**src/rtl/cache_arb_pkg.sv**
```systemverilog
// Shared types and default widths for the I/D-cache to physical-memory arbiter.
package cache_arb_pkg;

  localparam int unsigned DEF_ADDR_W = 16;
  localparam int unsigned DEF_LINE_W = 256;

  typedef enum logic [1:0] {
    IDLE,
    BUSY_I,
    BUSY_D
  } arb_state_t;

  typedef enum logic {
    OP_READ,
    OP_WRITE
  } arb_op_t;

endpackage

```
**src/rtl/cache_arb_pick.sv**
```systemverilog
// Combinational winner select between I and D requests.
// CACHE_ARB_RR_EN selects round-robin; otherwise D always wins a tie.
module cache_arb_pick (
  input  logic i_req_i,
  input  logic i_req_d,
`ifdef CACHE_ARB_RR_EN
  input  logic i_last_i,
`endif
  output logic o_grant_valid,
  output logic o_grant_d
);

  assign o_grant_valid = i_req_i | i_req_d;

`ifdef CACHE_ARB_RR_EN
  // On a tie, the side not served last wins.
  assign o_grant_d = i_req_d & (~i_req_i | i_last_i);
`else
  assign o_grant_d = i_req_d;
`endif

endmodule

```
**src/rtl/cache_mem_arbiter.sv**
```systemverilog
// Shares one physical-memory port between the L1 I-cache and D-cache.
// Define CACHE_ARB_RR_EN for round-robin ties; default is fixed D priority.
module cache_mem_arbiter
  import cache_arb_pkg::*;
#(
  parameter int unsigned ADDR_W = DEF_ADDR_W,
  parameter int unsigned LINE_W = DEF_LINE_W
) (
  input  logic              clk,
  input  logic              rst,
  input  logic              i_read,
  input  logic              i_write,
  input  logic [ADDR_W-1:0] i_address,
  input  logic [LINE_W-1:0] i_wdata,
  output logic              i_resp,
  output logic [LINE_W-1:0] i_rdata,
  input  logic              d_read,
  input  logic              d_write,
  input  logic [ADDR_W-1:0] d_address,
  input  logic [LINE_W-1:0] d_wdata,
  output logic              d_resp,
  output logic [LINE_W-1:0] d_rdata,
  output logic              pmem_read,
  output logic              pmem_write,
  output logic [ADDR_W-1:0] pmem_address,
  output logic [LINE_W-1:0] pmem_wdata,
  input  logic              pmem_resp,
  input  logic [LINE_W-1:0] pmem_rdata
);

  arb_state_t        r_state;
  arb_state_t        w_state_d;
  logic              r_pmem_read;
  logic              r_pmem_write;
  logic [ADDR_W-1:0] r_pmem_address;
  logic [LINE_W-1:0] r_pmem_wdata;

  logic              w_req_i;
  logic              w_req_d;
  logic              w_grant_valid;
  logic              w_grant_d;
  arb_op_t           w_op;
  logic [ADDR_W-1:0] w_address;
  logic [LINE_W-1:0] w_wdata;

`ifdef CACHE_ARB_RR_EN
  logic              r_last_i;
`endif

  assign w_req_i = i_read | i_write;
  assign w_req_d = d_read | d_write;

  cache_arb_pick u_pick (
    .i_req_i       (w_req_i),
    .i_req_d       (w_req_d),
`ifdef CACHE_ARB_RR_EN
    .i_last_i      (r_last_i),
`endif
    .o_grant_valid (w_grant_valid),
    .o_grant_d     (w_grant_d)
  );

  // Read+write together is treated as a write.
  always_comb begin
    w_op      = OP_READ;
    w_address = i_address;
    w_wdata   = i_wdata;
    if (w_grant_d) begin
      w_op      = d_write ? OP_WRITE : OP_READ;
      w_address = d_address;
      w_wdata   = d_wdata;
    end else begin
      w_op      = i_write ? OP_WRITE : OP_READ;
    end
  end

  always_comb begin
    w_state_d = r_state;
    case (r_state)
      IDLE: begin
        if (w_grant_valid) begin
          w_state_d = w_grant_d ? BUSY_D : BUSY_I;
        end
      end
      BUSY_I, BUSY_D: begin
        if (pmem_resp) begin
          w_state_d = IDLE;
        end
      end
      default: w_state_d = IDLE;
    endcase
  end

  always_ff @(posedge clk) begin
    if (rst) begin
      r_state        <= IDLE;
      r_pmem_read    <= 1'b0;
      r_pmem_write   <= 1'b0;
      r_pmem_address <= '0;
      r_pmem_wdata   <= '0;
`ifdef CACHE_ARB_RR_EN
      r_last_i       <= 1'b1;
`endif
    end else begin
      r_state <= w_state_d;
      if (r_state == IDLE && w_grant_valid) begin
        r_pmem_read    <= (w_op == OP_READ);
        r_pmem_write   <= (w_op == OP_WRITE);
        r_pmem_address <= w_address;
        r_pmem_wdata   <= w_wdata;
`ifdef CACHE_ARB_RR_EN
        r_last_i       <= ~w_grant_d;
`endif
      end else if (r_state != IDLE && pmem_resp) begin
        r_pmem_read  <= 1'b0;
        r_pmem_write <= 1'b0;
      end
    end
  end

  assign pmem_read    = r_pmem_read;
  assign pmem_write   = r_pmem_write;
  assign pmem_address = r_pmem_address;
  assign pmem_wdata   = r_pmem_wdata;

  // Responses are suppressed while reset is asserted so an abandoned transfer never completes.
  assign i_resp  = (r_state == BUSY_I) & pmem_resp & ~rst;
  assign d_resp  = (r_state == BUSY_D) & pmem_resp & ~rst;
  assign i_rdata = pmem_rdata;
  assign d_rdata = pmem_rdata;

endmodule

```
**config.mk**
```make
export PLATFORM = sky130hd
export DESIGN_NAME = cache_mem_arbiter
export DESIGN_NICKNAME = d
export VERILOG_FILES = /design/src/rtl/cache_arb_pkg.sv /design/src/rtl/cache_arb_pick.sv /design/src/rtl/cache_mem_arbiter.sv
export SDC_FILE = /design/constraint.sdc
export NUM_CORES = 1
export LEC_CHECK = 0
export BUFFER_PORTS_ARGS = -buffer_cell sky130_fd_sc_hd__buf_2
export CORE_AREA = 5 5 621 623
export DETAILED_ROUTE_END_ITERATION = 10
export DIE_AREA = 0 0 626 628
export GPL_TIMING_DRIVEN = 0
export PLACE_DENSITY = 0.31
export SLEW_MARGIN = 20
export SYNTH_ARGS = -nofsm -noshare
export SYNTH_HDL_FRONTEND = slang
export SYNTH_SLANG_ARGS = --single-unit
```
**constraint.sdc**
```tcl
create_clock -name clk -period 1.7 [get_ports clk]
set_input_delay 0.34 -clock clk [delete_from_list [all_inputs] [get_ports clk]]
set_output_delay 0.34 -clock clk [all_outputs]
set_load 0.02 [all_outputs]
```
# Word-level counts from Yosys, hierarchy flattened
# Index checks and enable logic that the tools add are counted.
[totals] reg_bits=276 inputBits=807
[classes] n_eq_ne=4 muxes=12 bitwise_logic=9 n_reduce_logical=7
[ops] cell="two-way mux 256 bit" n=1
[ops] cell="two-way mux 16 bit" n=1
[ops] cell="two-way mux 1 bit" n=6
[ops] cell="two-way mux 2 bit" n=3
[ops] cell="bitwise AND 1 bit" n=4
[ops] cell="!= test 2 bit, second input constant" n=2
[ops] cell="one-hot mux 2 bit (2 select lines)" n=1
[ops] cell="nonzero test 2 bit" n=2
[ops] cell="bitwise OR 1 bit" n=3
[ops] cell="== test 2 x 1 -> 1 bit, second input constant" n=1
[ops] cell="== test 2 bit, second input constant" n=1
[ops] cell="logical AND 1 bit" n=2
[ops] cell="zero test 2 bit" n=1
[ops] cell="inverter 1 bit" n=2
[ops] cell="AND reduction 2 bit" n=1
[ops] cell="OR reduction 2 bit" n=1

# Logic depth before layout (Yosys ltp)
# Gate-level depths: netlist of run 1.
[depth] depth_word=4 depth_mapped=8 depth_no_buf=5

# Modules after synthesis
# From an unflattened synthesis of run 1, not the netlist that was laid out.
[hier_totals] cells_unflattened=1754 hier_area_um2=15723.8
[modules_own_cells] mod="cache_mem_arbiter" n_inst=1 cells_per_inst=1752 area_each_um2=15710.1 seq_area_each_um2=5525.3
[modules_own_cells] mod="cache_arb_pick" n_inst=1 cells_per_inst=2 area_each_um2=13.8 seq_area_each_um2=0.0

# Worst setup path after synthesis of run 1
# Ideal clock, no wire load.
[synth_timing] path_kind="input-to-reg" from="in i_write" to="reg r_pmem_wdata[224] (netlist: pmem_wdata[224])" setup_time_ns=0.117 arrival_time_ns=1.442 t_required_ns=1.583 slack_ns=0.141 stages=6 path_buffers=3 cell_sequence="o41a_1 > nand2_1 > buf_2 > buf_2 > buf_4 > o2bb2ai_2"
[synth_via] elab_chain_cells=3
[synth_rtl] item="start: declaration" line="cache_mem_arbiter.sv:12" rtl="input logic i_write,"
[synth_rtl] item="bitwise OR 1 bit" line="cache_mem_arbiter.sv:50" rtl="assign w_req_i = i_read | i_write;"
[synth_rtl] item="bitwise OR 1 bit" line="cache_arb_pick.sv:13" rtl="assign o_grant_valid = i_req_i | i_req_d;"
[synth_rtl] item="logical AND 1 bit" line="cache_mem_arbiter.sv:106" rtl="if (r_state == IDLE && w_grant_valid) begin"
[synth_rtl] item="end signal: assignment" line="cache_mem_arbiter.sv:110" rtl="r_pmem_wdata <= w_wdata;"
[synth_rtl] item="end: declaration" line="cache_mem_arbiter.sv:36" rtl="logic [LINE_W-1:0] r_pmem_wdata;"
# No other way between the ends.
# A chain may end at the register's enable or synchronous reset.

# Final worst setup path of run 1
[layout_timing] from="reg r_state[0]" to="out d_resp"
[layout_via] elab_chain_cells=3
[layout_rtl] item="start: declaration" line="cache_mem_arbiter.sv:31" rtl="arb_state_t r_state;"
[layout_rtl] item="start signal: assignment" line="cache_mem_arbiter.sv:105" rtl="r_state <= w_state_d;"
[layout_rtl] item="== test 2 bit" line="cache_mem_arbiter.sv:128" rtl="assign d_resp = (r_state == BUSY_D) & pmem_resp & ~rst;"
[layout_rtl] item="bitwise AND 1 bit (2 in a row)" line="cache_mem_arbiter.sv:128"
[layout_rtl] item="end: declaration" line="cache_mem_arbiter.sv:21" rtl="output logic d_resp,"
# No other way between the ends.

==> impl_metrics.csv, run 1 <==
group,metric,value,unit
min_path,hold_class,"in -> reg",
global_routing,first_global_vias,18800,
synth,async_reset_ff_share,0,%
global_routing,track_usage,10.6,%
power_and_ir_drop,p_clk_share,30.1,%
power_and_ir_drop,swShare,41.0,%
power_and_ir_drop,power.density,827,mW/mm2
timing,setup_viol,257,
critical_path,crit_chain,"inv_4, ha_4, and3_4, buf_6",
critical_path,required,1360,ps
synth,yosysWarnings,0,
placed_design,place.gp.congestion,0.896,
floorplan,chipWidth,626,um
floorplan,rows,227,
timing,fin_crit_sh,109,%
final_layout,design_area,0.0348,mm2
power_and_ir_drop,power.switching,11.8,mW
final_layout,nFillCells,44300,
final_layout,area_delta_synth_final,128,%
route,routed_wl,223000,um
global_routing,grt_max_degree,12,
final_layout,drive_above_1_share,66.7,%
critical_path,crit_path_end_kind,"primary output",
route,num_vias,18400,
cts,clock_latency,640,ps
placed_design,placed_area,0.0284,mm2
placed_design,port_buffers,1338,
synth,synth_fp_nets,2262,
synth,syn-cell-area,0.0152,mm2
cts,clockRootBuffer,"clkbuf_16",
synth,synth.avg_cell_area,10.5,um2
cts,htree_levels,2,
power_and_ir_drop,seqPwrFrac,28.2,%
route,drc,0,
cts,cts_buffers,38,
synth,synth_edf_count,0,
timing,slew_viol_final,0,
route,dr.pass1.iters,4,
power_and_ir_drop,power.internal,17.0,mW
route,antenna_left,0,
critical_path,cp_max_fo,3,
route,vias_per_cell,2.22,
cts,cts_tree,"done",
timing,worst_pin_slew,788,ps
floorplan,core_area,0.380,mm2
critical_path,path_class,"reg -> out",
outcome,violations,"setup timing",
global_routing,grt_pass1_wl,259000,um
critical_path,crit_arrival,1520,ps
critical_path,max_stage_delay,380,ps
cts,cts_buffer_depth,3,
min_path,hp-start,"i_wdata[143]",
synth,yosysSeqAreaShare,36.3,%
floorplan,initial_core_util,4.01,%
critical_path,r2r_setup_slack,-120,ps
power_and_ir_drop,peakVddDrop,0.469,mV
floorplan,pin_count,1595,
critical_path,critPathLaunch,"r_state[0]",
cts,cts_sinks,276,
power_and_ir_drop,power,28.8,mW
power_and_ir_drop,combinationalPowerShare,41.7,%
placed_design,place_hpwl,204000,um
timing,hold_violations,0,
min_path,whs_endpoint,"pmem_wdata[143]",
route,post_drt_wl_per_cell,26.9,um
final_layout,seqCellArea,0.00553,mm2
cts,clk_pin_slew_worst_paths,70,ps
global_routing,antenna_found_initial,104,
synth,synth-seq-cells,276,
power_and_ir_drop,leakage,14.8,nW
critical_path,cp-start-kind,"register",
route,drt_iter0_drc,724,
floorplan,fp.dieArea,0.393,mm2
timing,period_needed,1860,ps
timing,maxSlewHeadroom,46.0,%
floorplan,die_y,628,um
final_layout,multi_input_area,0.00619,mm2
timing,max_freq,539,MHz
critical_path,rr_startpoint,"r_state[0]",
final_layout,finalNetCount,3993,
synth,syn_inst,1452,
critical_path,r2r-end,"pmem_wdata[187]",
critical_path,slowest_stage,"dfxtp_4",
synth,synth-main-ff-cell,"dfxtp_1",
run,cap_violations,0,
synth,ys_types,27,
timing,layout_setup_ws,-155,ps
outcome,status,"finished with violations",
global_routing,grt.overflow.total,0,
critical_path,r2r_cells,8,
timing,clock_skew,46.1,ps
timing,rsz0062_at_grt,"yes",
min_path,min_path_cells,3,
==> flip-flops by register name, indices dropped and copies added (netlist names) <==
name and count:
pmem_write 1, pmem_wdata 256, pmem_address 16, r_state 2, pmem_read 1
==> routing by layer <==
metal | vias up | wire length [um] | global-route usage (%)
li1 | 8234 | - | -
met1 | 8860 | 77400 | 10.5
met2 | 1010 | 118000 | 20.1
met3 | 280 | 19200 | 3.89
met4 | 28 | 8600 | 3.56
met5 | - | 192 | 0
==> per-stage QoR <==
step	setup WS (ps)	utilization, %	hold slack, ps	TNS (ps)	cells
2_1_floorplan	141	-	409	0	1452
3_3_place_gp	-2900	7.42	441	-367390	7828
3_5_place_dp	-1380	7.47	442	-211050	7830
4_1_cts	-245	8.77	0.483	-46300	8227
5_1_grt	-231	9.14	27.1	-40350	8271
6_report	-155	9.15	66.4	-15030	8291
==> worst max-delay path: cells and delay by family, from the launching register on <==
family | cells | cell delay [ps]
buf+inv | 2 | 180
flops | 1 | 380
simple gates | 1 | 170
fa+ha+maj | 1 | 140
==> cell families (layout without fill, tap and decap cells) <==
logic type | after synthesis | count (layout) | synth area share [%]
flip-flops | 276 | 276 | 36.3
AO/OA/AOI/OAI | 282 | 282 | 16.5
AND/OR/NAND/NOR | 14 | 14 | 0.525
other | 0 | 42 | 0
adder cells (fa/ha/maj) | 3 | 3 | 0.246
multiplexers | 272 | 272 | 17.9
buffers and inverters | 605 | 2364 | 28.6
==> synth_stat cells, types with 2 or more instances <==
| master | count | area, um2 |
|---|---|---|
| o2bb2ai_2 | 10 | 150 |
| nand2b_1 | 2 | 12.5 |
| ha_1 | 3 | 37.5 |
| mux2i_1 | 272 | 2720 |
| dfxtp_1 | 276 | 5530 |
| o2bb2ai_1 | 262 | 2290 |
| nor2_1 | 2 | 7.51 |
| a21oi_1 | 3 | 15.0 |
| clkbuf_1 | 3 | 11.3 |
| and3_1 | 2 | 12.5 |
| o21ai_0 | 3 | 15.0 |
| inv_1 | 3 | 11.3 |
| buf_6 | 9 | 101 |
| buf_2 | 76 | 380 |
| buf_4 | 513 | 3850 |
| nor2b_1 | 2 | 12.5 |
==> worst max-delay path by stage <==
stage,to,slack (ps),cells after the start
2_1_floorplan,pmem_wdata[224],140,6
3_3_place_gp,pmem_wdata[77],-2900,6
3_5_place_dp,pmem_wdata[61],-1380,6
4_1_cts,d_resp,-240,4
5_1_grt,d_resp,-230,4
6_report,d_resp,-160,4
==> cell type report <==
| class | count | share of cell area (%) |
|---|---|---|
| repair buffers | 1691 | 30.5 |
| well taps | 5038 | 18.1 |
| multi-input cells | 571 | 17.8 |
| flip-flops and latches | 276 | 15.9 |
| plain buffers | 602 | 13.7 |
| clock buffers | 55 | 3.12 |
| clock inverters | 13 | 0.547 |
| diodes | 42 | 0.302 |
| inverters | 3 | 0.0467 |
==> power by group through the flow <==
stage / logic [mW] / clock network [mW] / registers (mW)
after floorplan: 3.50 / 0 / 9.19
after global placement: 10.6 / 0 / 8.16
after detailed placement: 10.6 / 0 / 8.15
after CTS: 11.6 / 9.17 / 8.06
after global routing: 12.8 / 9.27 / 8.23
final: 12.0 / 8.65 / 8.12
==> cell usage in the layout (no fill, tap or decap), types with 2 or more instances in the layout <==
cell / count
a21oi_1: 3
and3_4: 2
buf_12: 17
buf_16: 2
buf_2: 1349
buf_4: 536
buf_6: 26
buf_8: 13
bufinv_16: 4
clkbuf_1: 11
clkbuf_16: 54
clkbuf_4: 6
clkbuf_8: 5
clkinv_2: 2
clkinv_4: 3
dfxtp_1: 273
dfxtp_4: 2
diode_2: 42
dlygate4sd3_1: 328
ha_4: 3
inv_4: 2
inv_6: 3
mux2i_1: 244
mux2i_2: 9
mux2i_4: 19
nand2b_1: 2
nor2b_1: 2
o21ai_0: 3
o2bb2ai_1: 191
o2bb2ai_2: 76
o2bb2ai_4: 5
==> timing repair <==
| item | CTS | global route |
|---|---|---|
| buffers inserted | 1 | 7 |
| gates cloned | 0 | 15 |
| hold buffers | 328 | 0 |
| hold endpoints to repair | 178 | 0 |
| setup endpoints to repair | 364 | 331 |
| resized for setup | 102 | 191 |
| pin swaps | 1 | 3 |
No activity file was read; power rests on OpenSTA's default activity.
==> run 2: changes to the inputs <==
--- a/config.mk
+++ b/config.mk
@@ -10,7 +10,7 @@
 export DETAILED_ROUTE_END_ITERATION = 10
 export DIE_AREA = 0 0 626 628
 export GPL_TIMING_DRIVEN = 0
-export PLACE_DENSITY = 0.31
+export PLACE_DENSITY_LB_ADDON = 0.1
 export SLEW_MARGIN = 20
 export SYNTH_ARGS = -nofsm -noshare
 export SYNTH_HDL_FRONTEND = slang
==> run 2 against run 1 <==
  * Largest power group unchanged
  * Combinational power is 14% higher
  * Worst hold slack worse by 4.0 ps
  * Global-route usage is 1.2 points lower
  * Flip-flop and latch count stayed put
  * Die area stayed put
  * Utilization is 1.6 points higher
  * Routed wire length is 11% lower
  * Via count is 2.4% higher
  * Design area is 17% higher
  * The flow still finishes with violations (setup timing)
==> impl_metrics.csv, run 2 (synthesis gave the netlist of run 1 again) <==
group,metric,value,unit
outcome,status,"finished with violations",
outcome,violations,"setup timing",
global_routing,grt_max_degree,16,
cts,clk_pin_slew_worst_paths,60,ps
route,dr_wl_met3,11400,um
route,drt_iter0_drc,437,
power_and_ir_drop,leakage,17.0,nW
floorplan,die_y,628,um
timing,max_freq,524,MHz
route,drc,0,
cts,clockRootBuffer,"clkbuf_16",
global_routing,first_global_vias,19500,
power_and_ir_drop,p_clk_share,32.7,%
route,post_drt_wl_per_cell,23.3,um
floorplan,rows,227,
critical_path,crit_family,"flip-flops",
final_layout,finalNonFillerCells,8518,
power_and_ir_drop,power.internal,20.0,mW
timing,fin_crit_sh,112,%
critical_path,crit_arrival,1570,ps
final_layout,fin_util,10.7,%
final_layout,mostFrequentLayoutCell,"buf_2",
critical_path,cp_num_buf_inv,2,
timing,clock_skew,43.4,ps
final_layout,finalNetCount,4207,
route,dr.pass1.iters,4,
timing,worst_pin_slew,815,ps
critical_path,critPathLaunch,"r_state[0]",
global_routing,grt_pass1_wl,235000,um
power_and_ir_drop,seqPwrFrac,25.7,%
placed_design,port_buffers,1338,
critical_path,required,1360,ps
cts,cts_sinks,276,
route,drt-met1-wl,67500,um
timing,hold_violations,0,
floorplan,pin_count,1595,
cts,cts_buffer_depth,3,
power_and_ir_drop,peakVddDrop,0.762,mV
critical_path,crit_path_end_kind,"primary output",
timing,rsz0062_at_grt,"yes",
final_layout,largest_register_ffs,256,
critical_path,cp.depth,4,
global_routing,grt.overflow.total,0,
final_layout,area_delta_synth_final,168,%
critical_path,critPathCapture,"d_resp",
placed_design,place_hpwl,174000,um
critical_path,path_class,"reg -> out",
route,num_vias,18900,
power_and_ir_drop,combinationalPowerShare,41.6,%
route,vias_per_cell,2.21,
critical_path,cp-start-kind,"register",
timing,fin_setup_tns,-12420,ps
critical_path,r2r_setup_slack,-150,ps
final_layout,drive_above_1_share,71.5,%
critical_path,slowest_stage,"dfxtp_4",
cts,clock_latency,690,ps
global_routing,track_usage,9.37,%
placed_design,place.gp.congestion,0.853,
critical_path,rr_startpoint,"r_state[1]",
power_and_ir_drop,power.density,808,mW/mm2
power_and_ir_drop,swShare,39.3,%
timing,slew_viol_final,0,
critical_path,cp_max_fo,3,
critical_path,r2r-end,"pmem_wdata[132]",
placed_design,dp_cells,7833,
critical_path,crit_chain,"inv_4, ha_4, and3_4, buf_12",
floorplan,chipWidth,626,um
timing,maxSlewHeadroom,44.1,%
min_path,hold_class,"in -> reg",
route,wl_met2,114000,um
timing,hold_ws,62.3,ps
run,cap_violations,0,
cts,cts_tree,"done",
floorplan,core_area,0.380,mm2
timing,layout_setup_ws,-209,ps
cts,cts_buffers,49,
cts,htree_levels,2,
timing,period_needed,1910,ps
critical_path,r2r_cells,8,
final_layout,layout_common_cells,"buf_2, buf_4, dlygate4sd3_1",
power_and_ir_drop,power.switching,13.0,mW
floorplan,initial_core_util,4.01,%
floorplan,fp.dieArea,0.393,mm2
route,highest_layer,"met5",
route,routed_wl,199000,um
global_routing,antenna_found_initial,77,
timing,setup_viol,227,
critical_path,max_stage_delay,370,ps
route,antenna_left,0,
run 2: cell types whose count changed in the layout (fill, tap and decap cells not counted), moves of 69 or more:
| cell | before | now |
|---|---|---|
| o2bb2ai_4 | 5 | 94 |
| dfxtp_1 | 273 | 204 |
| o2bb2ai_2 | 76 | 169 |
| buf_2 | 1349 | 1261 |
| o2bb2ai_1 | 191 | 9 |
| dlygate4sd3_1 | 328 | 495 |
run 2: per-stage QoR:
step	instance area (um2)	worst slack, ps	total power, mW
6_report	40800	-209	33.0
5_1_grt	40800	-322	34.9
4_1_cts	35800	-336	31.2
3_5_place_dp	28400	-1780	18.2
3_3_place_gp	28200	-3460	18.2
2_1_floorplan	15200	141	12.7
run 2: layout make-up:
type | count | area, um2
fill | 43800 | 339000
antenna | 45 | 113
clock buffer | 66 | 1370
timing repair buffer | 1896 | 13500
multi-input combinational | 571 | 8410
clock inverter | 23 | 305
sequential | 276 | 5650
tap | 5038 | 6300
buffer | 600 | 5100
inverter | 3 | 16.3
run 2: worst min path at each step:
stage               cells past startpoint             from         endpoint  slack (ps)
CTS                                     3     d_wdata[133]  pmem_wdata[133]           3
global placement                        1   pmem_wdata[20]   pmem_wdata[20]         440
floorplan                               1              rst       pmem_write         410
global route                            3     d_wdata[131]  pmem_wdata[131]           1
detailed placement                      1  pmem_wdata[206]  pmem_wdata[206]         440
finish                                  3     d_wdata[131]  pmem_wdata[131]          60
run 2: layer usage:
layer  global-route usage [%]  vias to the layer above
met3                     2.10                      249
met5                        0                        -
li1                         -                     8693
met2                     19.3                      943
met4                     2.77                       16
met1                     9.02                     8961
run 2: timing repair:
item                                    4_1_cts  5_1_grt
gates resized for setup                     191      768
hold endpoints to repair                    246        6
buffers inserted                             17        6
cloned                                        1       38
hold buffers                                487        8
pin swaps                                     2      262
endpoints found under the setup margin      399      357
run 2: power groups by stage:
| stage | Sequential, mW | Combinational (mW) | Clock, mW |
|---|---|---|---|
| after floorplan | 9.19 | 3.50 | 0 |
| after global placement | 8.20 | 9.99 | 0 |
| after detailed placement | 8.17 | 10.0 | 0 |
| after CTS | 8.12 | 11.6 | 11.6 |
| after global routing | 8.61 | 14.6 | 11.7 |
| final | 8.48 | 13.7 | 10.8 |
run 2: worst reg2reg max path, stage by stage (launching register included):
cell	delay [ps]
dfxtp_4	360
inv_4	80
ha_4	160
o41a_1	270
nand2_2	130
clkbuf_16	200
buf_16	160
clkbuf_16	300
o2bb2ai_2	110
